$ cat src/rtl/ntom_req_arbiter.sv
// Round-robin N-to-M request arbiter: binds up to GRANT_NUM valid requesters to
// in-order MSHR allocation lanes and holds the granted group in an output register.
module ntom_req_arbiter #(
  parameter int REQ_NUM         = 8,
  parameter int GRANT_NUM       = 2,
  parameter int ENTRY_IDX_WIDTH = 4,
  parameter int PLD_WIDTH       = 32,
  localparam int SRC_W          = (REQ_NUM < 2) ? 1 : $clog2(REQ_NUM)
) (
  input  logic                                 clk,
  input  logic                                 rst_n,
  input  logic [REQ_NUM-1:0]                   v_req_vld,
  input  logic [REQ_NUM*PLD_WIDTH-1:0]         v_req_pld,
  output logic [REQ_NUM-1:0]                   v_req_rdy,
  input  logic [GRANT_NUM-1:0]                 v_mshr_alloc_vld,
  input  logic [GRANT_NUM*ENTRY_IDX_WIDTH-1:0] v_mshr_alloc_idx,
  output logic [GRANT_NUM-1:0]                 v_mshr_alloc_rdy,
  output logic [GRANT_NUM-1:0]                 v_out_vld,
  output logic [GRANT_NUM*PLD_WIDTH-1:0]       v_out_pld,
  output logic [GRANT_NUM*ENTRY_IDX_WIDTH-1:0] v_out_mshr_idx,
  output logic [GRANT_NUM*SRC_W-1:0]           v_out_src_id,
  input  logic                                 out_rdy
);

  if (REQ_NUM < 2 || GRANT_NUM < 1 || GRANT_NUM > REQ_NUM) begin : g_param_check
    $error("ntom_req_arbiter: illegal REQ_NUM/GRANT_NUM combination");
  end

  logic [SRC_W-1:0]                                r_rr_ptr;
  logic [GRANT_NUM-1:0]                            r_out_vld;
  logic [GRANT_NUM-1:0][PLD_WIDTH-1:0]             r_out_pld;
  logic [GRANT_NUM-1:0][ENTRY_IDX_WIDTH-1:0]       r_out_idx;
  logic [GRANT_NUM-1:0][SRC_W-1:0]                 r_out_src;

  logic [REQ_NUM-1:0]                              w_vld_rot;
  logic [REQ_NUM-1:0]                              w_sel_rot;
  logic [REQ_NUM-1:0]                              w_sel;
  logic [GRANT_NUM-1:0]                            w_lane_used;
  logic [GRANT_NUM-1:0][SRC_W-1:0]                 w_lane_src;
  logic [GRANT_NUM-1:0][PLD_WIDTH-1:0]             w_lane_pld;
  logic [GRANT_NUM-1:0][ENTRY_IDX_WIDTH-1:0]       w_lane_idx;
  logic [SRC_W-1:0]                                w_last_src;
  logic [SRC_W-1:0]                                w_next_ptr;
  logic                                            w_stage_free;
  logic                                            w_load;

  // Rotate so that bit 0 is the requester at rr_ptr; un-rotate the selection back.
  assign w_vld_rot = REQ_NUM'({v_req_vld, v_req_vld} >> r_rr_ptr);
  assign w_sel     = REQ_NUM'(({w_sel_rot, w_sel_rot} << r_rr_ptr) >> REQ_NUM);

  // Capacity is the contiguous prefix of offered lanes; scan requesters in rotated order.
  always_comb begin : b_scan
    int   cap;
    int   cnt;
    int   src_i;
    logic run;
    logic hit_k;
    cap         = 32'sd0;
    cnt         = 32'sd0;
    src_i       = 32'sd0;
    run         = 1'b1;
    hit_k       = 1'b0;
    w_sel_rot   = {REQ_NUM{1'b0}};
    w_lane_used = {GRANT_NUM{1'b0}};
    w_lane_src  = {(GRANT_NUM*SRC_W){1'b0}};
    w_last_src  = r_rr_ptr;
    for (int j = 0; j < GRANT_NUM; j++) begin
      run = run & v_mshr_alloc_vld[j];
      cap = cap + int'(run);
    end
    for (int k = 0; k < REQ_NUM; k++) begin
      hit_k        = w_vld_rot[k] && (cnt < cap);
      src_i        = int'(r_rr_ptr) + k;
      src_i        = (src_i >= REQ_NUM) ? (src_i - REQ_NUM) : src_i;
      w_sel_rot[k] = hit_k;
      for (int j = 0; j < GRANT_NUM; j++) begin
        w_lane_used[j] = w_lane_used[j] | (hit_k && (cnt == j));
        w_lane_src[j]  = (hit_k && (cnt == j)) ? SRC_W'(src_i) : w_lane_src[j];
      end
      w_last_src = hit_k ? SRC_W'(src_i) : w_last_src;
      cnt        = cnt + int'(hit_k);
    end
  end

  // Steer the selected requester payload and the lane's offered entry into each lane.
  always_comb begin : b_lane_data
    w_lane_pld = {(GRANT_NUM*PLD_WIDTH){1'b0}};
    w_lane_idx = {(GRANT_NUM*ENTRY_IDX_WIDTH){1'b0}};
    for (int j = 0; j < GRANT_NUM; j++) begin
      w_lane_idx[j] = {ENTRY_IDX_WIDTH{w_lane_used[j]}} &
                      v_mshr_alloc_idx[j*ENTRY_IDX_WIDTH +: ENTRY_IDX_WIDTH];
      for (int i = 0; i < REQ_NUM; i++) begin
        w_lane_pld[j] = w_lane_pld[j] |
                        ({PLD_WIDTH{w_lane_used[j] && (w_lane_src[j] == SRC_W'(i))}} &
                         v_req_pld[i*PLD_WIDTH +: PLD_WIDTH]);
      end
    end
  end

  assign w_next_ptr   = (w_last_src == SRC_W'(REQ_NUM-1)) ? {SRC_W{1'b0}} : (w_last_src + SRC_W'(1));
  assign w_stage_free = ~(|r_out_vld) | out_rdy;
  // rst_n gating keeps every ready low while reset is held.
  assign w_load       = rst_n & w_stage_free & (|w_lane_used);

  assign v_req_rdy        = w_load ? w_sel       : {REQ_NUM{1'b0}};
  assign v_mshr_alloc_rdy = w_load ? w_lane_used : {GRANT_NUM{1'b0}};

  // Output group register and round-robin pointer.
  always_ff @(posedge clk or negedge rst_n) begin
    if (!rst_n) begin
      r_out_vld <= {GRANT_NUM{1'b0}};
      r_out_pld <= {(GRANT_NUM*PLD_WIDTH){1'b0}};
      r_out_idx <= {(GRANT_NUM*ENTRY_IDX_WIDTH){1'b0}};
      r_out_src <= {(GRANT_NUM*SRC_W){1'b0}};
      r_rr_ptr  <= {SRC_W{1'b0}};
    end else if (w_load) begin
      r_out_vld <= w_lane_used;
      r_out_pld <= w_lane_pld;
      r_out_idx <= w_lane_idx;
      r_out_src <= w_lane_src;
      r_rr_ptr  <= w_next_ptr;
    end else if (out_rdy) begin
      r_out_vld <= {GRANT_NUM{1'b0}};
    end
  end

  assign v_out_vld      = r_out_vld;
  assign v_out_pld      = r_out_pld;
  assign v_out_mshr_idx = r_out_idx;
  assign v_out_src_id   = r_out_src;

endmodule
$ cat config.mk
export PLATFORM = sky130hd
export DESIGN_NAME = ntom_req_arbiter
export DESIGN_NICKNAME = d
export VERILOG_FILES = /design/src/rtl/ntom_req_arbiter.sv
export SDC_FILE = /design/constraint.sdc
export NUM_CORES = 1
export LEC_CHECK = 0
export CAP_MARGIN = 15
export CELL_PAD_IN_SITES_DETAIL_PLACEMENT = 2
export CELL_PAD_IN_SITES_GLOBAL_PLACEMENT = 2
export CORE_MARGIN = 1
export CORE_UTILIZATION = 23
export DETAILED_ROUTE_END_ITERATION = 7
export PLACE_DENSITY = 0.81
export SYNTH_ARGS = -nofsm -noshare
export SYNTH_HDL_FRONTEND = slang
export SYNTH_SLANG_ARGS = --single-unit
$ cat constraint.sdc
create_clock -name clk -period 16.2 [get_ports clk]
set_input_delay 2.43 -clock clk [delete_from_list [all_inputs] [get_ports clk]]
set_output_delay 2.43 -clock clk [all_outputs]
set_load 0.01 [all_outputs]
After elaboration in Yosys (flattened, before gate mapping)

Cells that the tools add are included.

Bitwise logic cells: 50
Equal/unequal tests: 21
$add $sub $neg: 23
Multiplexer cells: 36
Order comparisons: 16
Shift-type cells: 2
Reduce and logical (&&, ||, !) cells: 50

Operator list:

| operator                                             | count |
|---|---|
| bitwise AND 32 bit                                   | 16 |
| OR 32 bit                                            | 14 |
| zero test 32 bit                                     | 7 |
| 2-to-1 mux 3 bit                                     | 32 |
| logical AND 1 bit                                    | 38 |
| >= comparator 4 bit (second input constant)          | 7 |
| equality test 3 bit (second input constant)          | 9 |
| subtractor 3 x 1 -> 3 bit (second input constant)    | 8 |
| adder 3 x 3 -> 4 bit (second input constant)         | 4 |
| left shift 16 x 3 -> 16 bit                          | 1 |
| >> shifter 16 x 3 -> 8 bit                           | 1 |
| OR 1 bit                                             | 14 |
| equality test 3 x 2 -> 1 bit (second input constant) | 4 |
| equality test 3 x 1 -> 1 bit (second input constant) | 3 |
| adder 3 x 2 -> 4 bit (second input constant)         | 2 |
| bitwise AND 4 bit                                    | 2 |
| 2-to-1 mux 8 bit                                     | 1 |
| adder 6 x 1 -> 7 bit                                 | 1 |
| equality test 7 x 1 -> 1 bit (second input constant) | 1 |
| less-than comparator 7 x 2 -> 1 bit                  | 1 |
| adder 5 x 1 -> 6 bit                                 | 1 |
| equality test 6 x 1 -> 1 bit (second input constant) | 1 |
| zero test 3 bit                                      | 2 |
| less-than comparator 6 x 2 -> 1 bit                  | 1 |
| 21 further kinds                                     | 27 |

Register bits after elaboration: 83
Input port bits: 277
Word-level logic and storage cells: 206

Logic depth before layout (Yosys ltp)

Depth after elaboration: 36
Mapped depth: 54
Gate-level depth less buffers: 47

Least setup slack after synthesis

No wires, ideal clock.

Path type: input to output
From: input port v_req_vld[7]
To: output port v_req_rdy[0]
Arrival time: 13.222 ns
Buffers on the path: 5
Required time: 13.770 ns
Setup slack: 0.548 ns
Cell stages on the path: 48
Cell sequence: mux4_2 -> mux2_4 -> o211a_1 -> ha_1 -> nor2_1 -> o21ai_0 -> nor2_1 -> o21a_1 -> inv_1 -> fa_1 -> inv_1 -> ha_1 -> a22o_1 -> or4_1 -> clkbuf_2 -> inv_1 -> ha_1 -> ha_1 -> [... 12 more ...] -> o32ai_2 -> nor3_1 -> ha_1 -> ha_1 -> ha_1 -> o21ai_0 -> nand2b_1 -> or3_1 -> buf_2 -> nor2_2 -> nor4_2 -> or2_1 -> buf_2 -> inv_2 -> nor2_1 -> buf_2 -> buf_2 -> nor2_1

Longest elaborated chain between the ends: 27
Elaborated cells on any way between the ends: 66

RTL lines:

| what                                | RTL line | RTL |
|---|---|---|
| start, declared                     | 12       | `input logic [REQ_NUM-1:0] v_req_vld,` |
| >> shifter 16 x 3 -> 8 bit (*)      | 48       | `assign w_vld_rot = REQ_NUM'({v_req_vld, v_req_vld} >> r_rr_ptr);` |
| logical AND 1 bit                   | 72       | `hit_k = w_vld_rot[k] && (cnt < cap);` |
| less-than comparator 1 x 2 -> 1 bit | 72       |  |
| logical AND 1 bit                   | 72       |  |
| adder 1 x 1 -> 2 bit                | 81       | `cnt = cnt + int'(hit_k);` |
| less-than comparator 2 bit          | 72       |  |
| logical AND 1 bit                   | 72       |  |
| adder 2 x 1 -> 3 bit                | 81       |  |
| [... 11 more ...]                   | n/a      |  |
| adder 6 x 1 -> 7 bit                | 81       |  |
| less-than comparator 7 x 2 -> 1 bit | 72       |  |
| logical AND 1 bit                   | 72       |  |
| logical AND 1 bit                   | 77       | `w_lane_used[j] = w_lane_used[j] \| (hit_k && (cnt == j));` |
| OR 1 bit                            | 77       |  |
| OR reduction 2 bit                  | 103      | `assign w_load = rst_n & w_stage_free & (\|w_lane_used);` |
| bitwise AND 1 bit                   | 103      |  |
| 2-to-1 mux 8 bit (*)                | 105      | `assign v_req_rdy = w_load ? w_sel : {REQ_NUM{1'b0}};` |
| end, declared                       | 14       | `output logic [REQ_NUM-1:0] v_req_rdy,` |

Every way passes the cells marked *; elsewhere a longest branch is shown, timed or not.

Worst setup path in the final report

From: input port v_req_vld[7]
To: output port v_mshr_alloc_rdy[0]

Longest elaborated chain between the ends: 27
Elaborated cells on any way between the ends: 65

RTL lines:

| what                                | RTL line | RTL |
|---|---|---|
| >> shifter 16 x 3 -> 8 bit (*)      | 48       |  |
| logical AND 1 bit                   | 72       |  |
| less-than comparator 1 x 2 -> 1 bit | 72       |  |
| logical AND 1 bit                   | 72       |  |
| adder 1 x 1 -> 2 bit                | 81       |  |
| less-than comparator 2 bit          | 72       |  |
| logical AND 1 bit                   | 72       |  |
| adder 2 x 1 -> 3 bit                | 81       |  |
| [... 11 more ...]                   | n/a      |  |
| adder 6 x 1 -> 7 bit                | 81       |  |
| less-than comparator 7 x 2 -> 1 bit | 72       |  |
| logical AND 1 bit                   | 72       |  |
| logical AND 1 bit                   | 77       |  |
| OR 1 bit                            | 77       |  |
| OR reduction 2 bit                  | 103      |  |
| bitwise AND 1 bit                   | 103      |  |
| 2-to-1 mux 2 bit (*)                | 106      | `assign v_mshr_alloc_rdy = w_load ? w_lane_used : {GRANT_NUM{1'b0}};` |
| end, declared                       | 17       | `output logic [GRANT_NUM-1:0] v_mshr_alloc_rdy,` |

Marks and branches as above.

==> out/qor.yml <==
worst_setup_path:
  required_ns: 13.77
  crit_path_top_delay_cell: "mux4_2"
  critPathMaxFanout: 14
  regToRegSetupSlack_ns: 3.58
  crit_top_cell: "ha_1"
  crit_family: "adder cells"
  start_kind: "input pin"
  r2r-start: "r_rr_ptr[2]$_DFFE_PN0P_"
  endpoint_kind: "output pin"
  crit_arrival_ns: 13.30
  slowest_delay_ns: 0.56
  worst-path-buf-inv: 8
  critPathKind: "input pin to output pin"
  crit_start: "v_req_vld[7]"
yosys:
  ys_types: 105
  ys_seq_elements: 83
  yosysSeqAreaShare_pct: 21.4
  syn-num-nets: 1492
  synth_cells: 1195
  yosys_warnings: 0
  ys.flop_type: "dfrtp_1"
  syn_area_um2: 9700
  synth-edff-count: 0
  synthArstFlopShare_pct: 100
  avgSynthCellArea_um2: 8.12
drt:
  via_per_inst: 5.72
  drt_iter0_markers: 703
  first_pass_iters: 8
  drc: 0
  vias: 12000
  drt_wl_total_um: 59700
  drtAntennaViolNets: 0
  wl_per_cell_um: 28.5
timing:
  hold_violations: 0
  fin_worst_skew_ns: 0.0190
  slew_viol_final: 0
  fmax_mhz: 63.6
  finalCritPeriodShare_pct: 97.1
  setup_viol: 0
  max_slew_margin_pct: 24.2
  worstMarginPinSlew_ns: 1.14
  fin_crit_ns: 15.73
  setup_tns_ns: 0
cts:
  clkLatencyLatePin_ns: 0.38
  cts-htree-levels: 3
  clock-sinks: 83
  clk_path_buf_depth: 2
  clockRootBuffer: "clkbuf_16"
  cts_inserted_buffers: 9
  cts_tree: "built"
  clk_pin_slew_worst_paths_ns: 0.08
floorplanning:
  start_util_pct: 23.6
  fp.dieW_um: 207
  fp-row-count: 74
  die_area_um2: 43000
  core_um2: 41200
  io_pins: 367
  die_y_um: 207
worst_hold_path:
  hold_path.class: "register to register"
  min-delay-start: "v_out_src_id[5]$_DFFE_PN0P_"
global_route:
  grt_pass1_wl_um: 86900
  grtUsageTotal_pct: 26.9
  antenna_found_initial: 24
  grt_pass1_vias: 13100
  overflow: 0
  grt_max_degree: 68
cells_and_area:
  final_common_cell: "clkdlybuf4s50_1"
  regArea_um2: 2080
  finalNetCount: 1837
  final_cell_mix: "clkdlybuf4s50_1 (357), nand2_1 (169), mux2i_1 (118), nor2_1 (96), a21oi_1 (86)"
  multiInputGateArea_um2: 7140
  area_growth_pct: 50.1
  filler_cell_count: 4657
  drive_gt1_share_pct: 12.3
placed_design:
  dp_hpwl_um: 44800
  numPortBuffers: 366
  place.gp.congestion: 0.915
job:
  max-cap-violations: 0
run_status:
  outcome: "completed"
-- synth_stat cells, types with 21 or more instances --
cell type    n  area share (%)
nand2_1    169             6.5
buf_2       37             1.9
a21oi_1     89             4.6
mux2_2      27             3.1
a22o_1      21             1.9
o22ai_1     24             1.5
a31oi_1     32             2.1
dfrtp_1     83              21
o21ai_0     30             1.5
a22oi_1     36             2.8
nor2_1      99             3.8
mux2i_1    120              12
a32oi_1     25             2.3
clkbuf_1    35             1.4
-- metal layers --
metal	track usage, %	share of wire, %	up-vias
met4	13.5	4.0	12
met3	6.88	6.6	116
met1	31.3	40	6080
met2	45.7	49	448
met5	0	0.13	-
li1	-	-	5318
-- through the flow --
stage          instances  cell area (um^2)  util [%]  hold slack, ns  setup slack [ns]
2_1_floorplan       1195              9700         -           0.505             0.548
3_3_place_gp        2050             14000      34.0           0.452             0.211
3_5_place_dp        2050             14000      34.0           0.466            -0.420
4_1_cts             2066             14400      34.9           0.484          -0.00288
5_1_grt             2093             14600      35.3           0.509           -0.0237
6_report            2095             14600      35.4           0.477             0.468
-- cell families after synthesis --
group                    count (synthesis)  share of synthesized area, %
AO/OA/AOI/OAI                          403                          30.8
XOR/XNOR                                 6                         0.542
adder cells (fa/ha/maj)                 20                          2.66
buffers and inverters                  118                          6.61
flip-flops                              83                          21.4
multiplexers                           156                          17.3
AND/OR/NAND/NOR                        409                          20.7
-- worst reg2reg max path, delay by kind of cell (launching register included) --
kind | cells | cell delay (ns)
simple gates | 12 | 3.74
fa+ha+maj | 13 | 3.68
compound gates | 13 | 2.93
mux | 2 | 0.93
flops | 1 | 0.70
buf+inv | 5 | 0.56
-- registers in the layout, summed over array words and instances, names as in the netlist --
signal	count
r_rr_ptr	3
v_out_mshr_idx	8
v_out_pld	64
v_out_src_id	6
v_out_vld	2
-- final cells by class --
cell class | instances | area share, %
diodes | 18 | 0.309
clock buffers | 13 | 1.92
clock inverters | 3 | 0.301
inverters | 16 | 0.412
multi-input cells | 994 | 49.0
flip-flops and latches | 83 | 14.3
well taps | 532 | 4.57
repair buffers | 436 | 29.2
-- worst paths after layout --
path,end,cells after the start
worst max-delay path,v_mshr_alloc_rdy[0],44
worst min-delay path,v_out_src_id[5]$_DFFE_PN0P_,2
worst max register to register,v_out_pld[25]$_DFFE_PN0P_,45
worst min register to register,v_out_src_id[5]$_DFFE_PN0P_,2
max in group asynchronous,v_out_pld[62]$_DFFE_PN0P_,3
min in group asynchronous,v_out_src_id[2]$_DFFE_PN0P_,2
-- what timing repair did --
item | 4_1_cts | 5_1_grt
gates resized for setup | 8 | 25
buffers inserted | 0 | 10
hold buffers | 0 | 0
endpoints found under the hold margin | 0 | 0
setup endpoints to repair | 10 | 10
pin swaps | 2 | 7
Power is left out: the tool's default activity adds up to more than one toggle a clock period on the data nets, which glitch-free logic cannot reach.
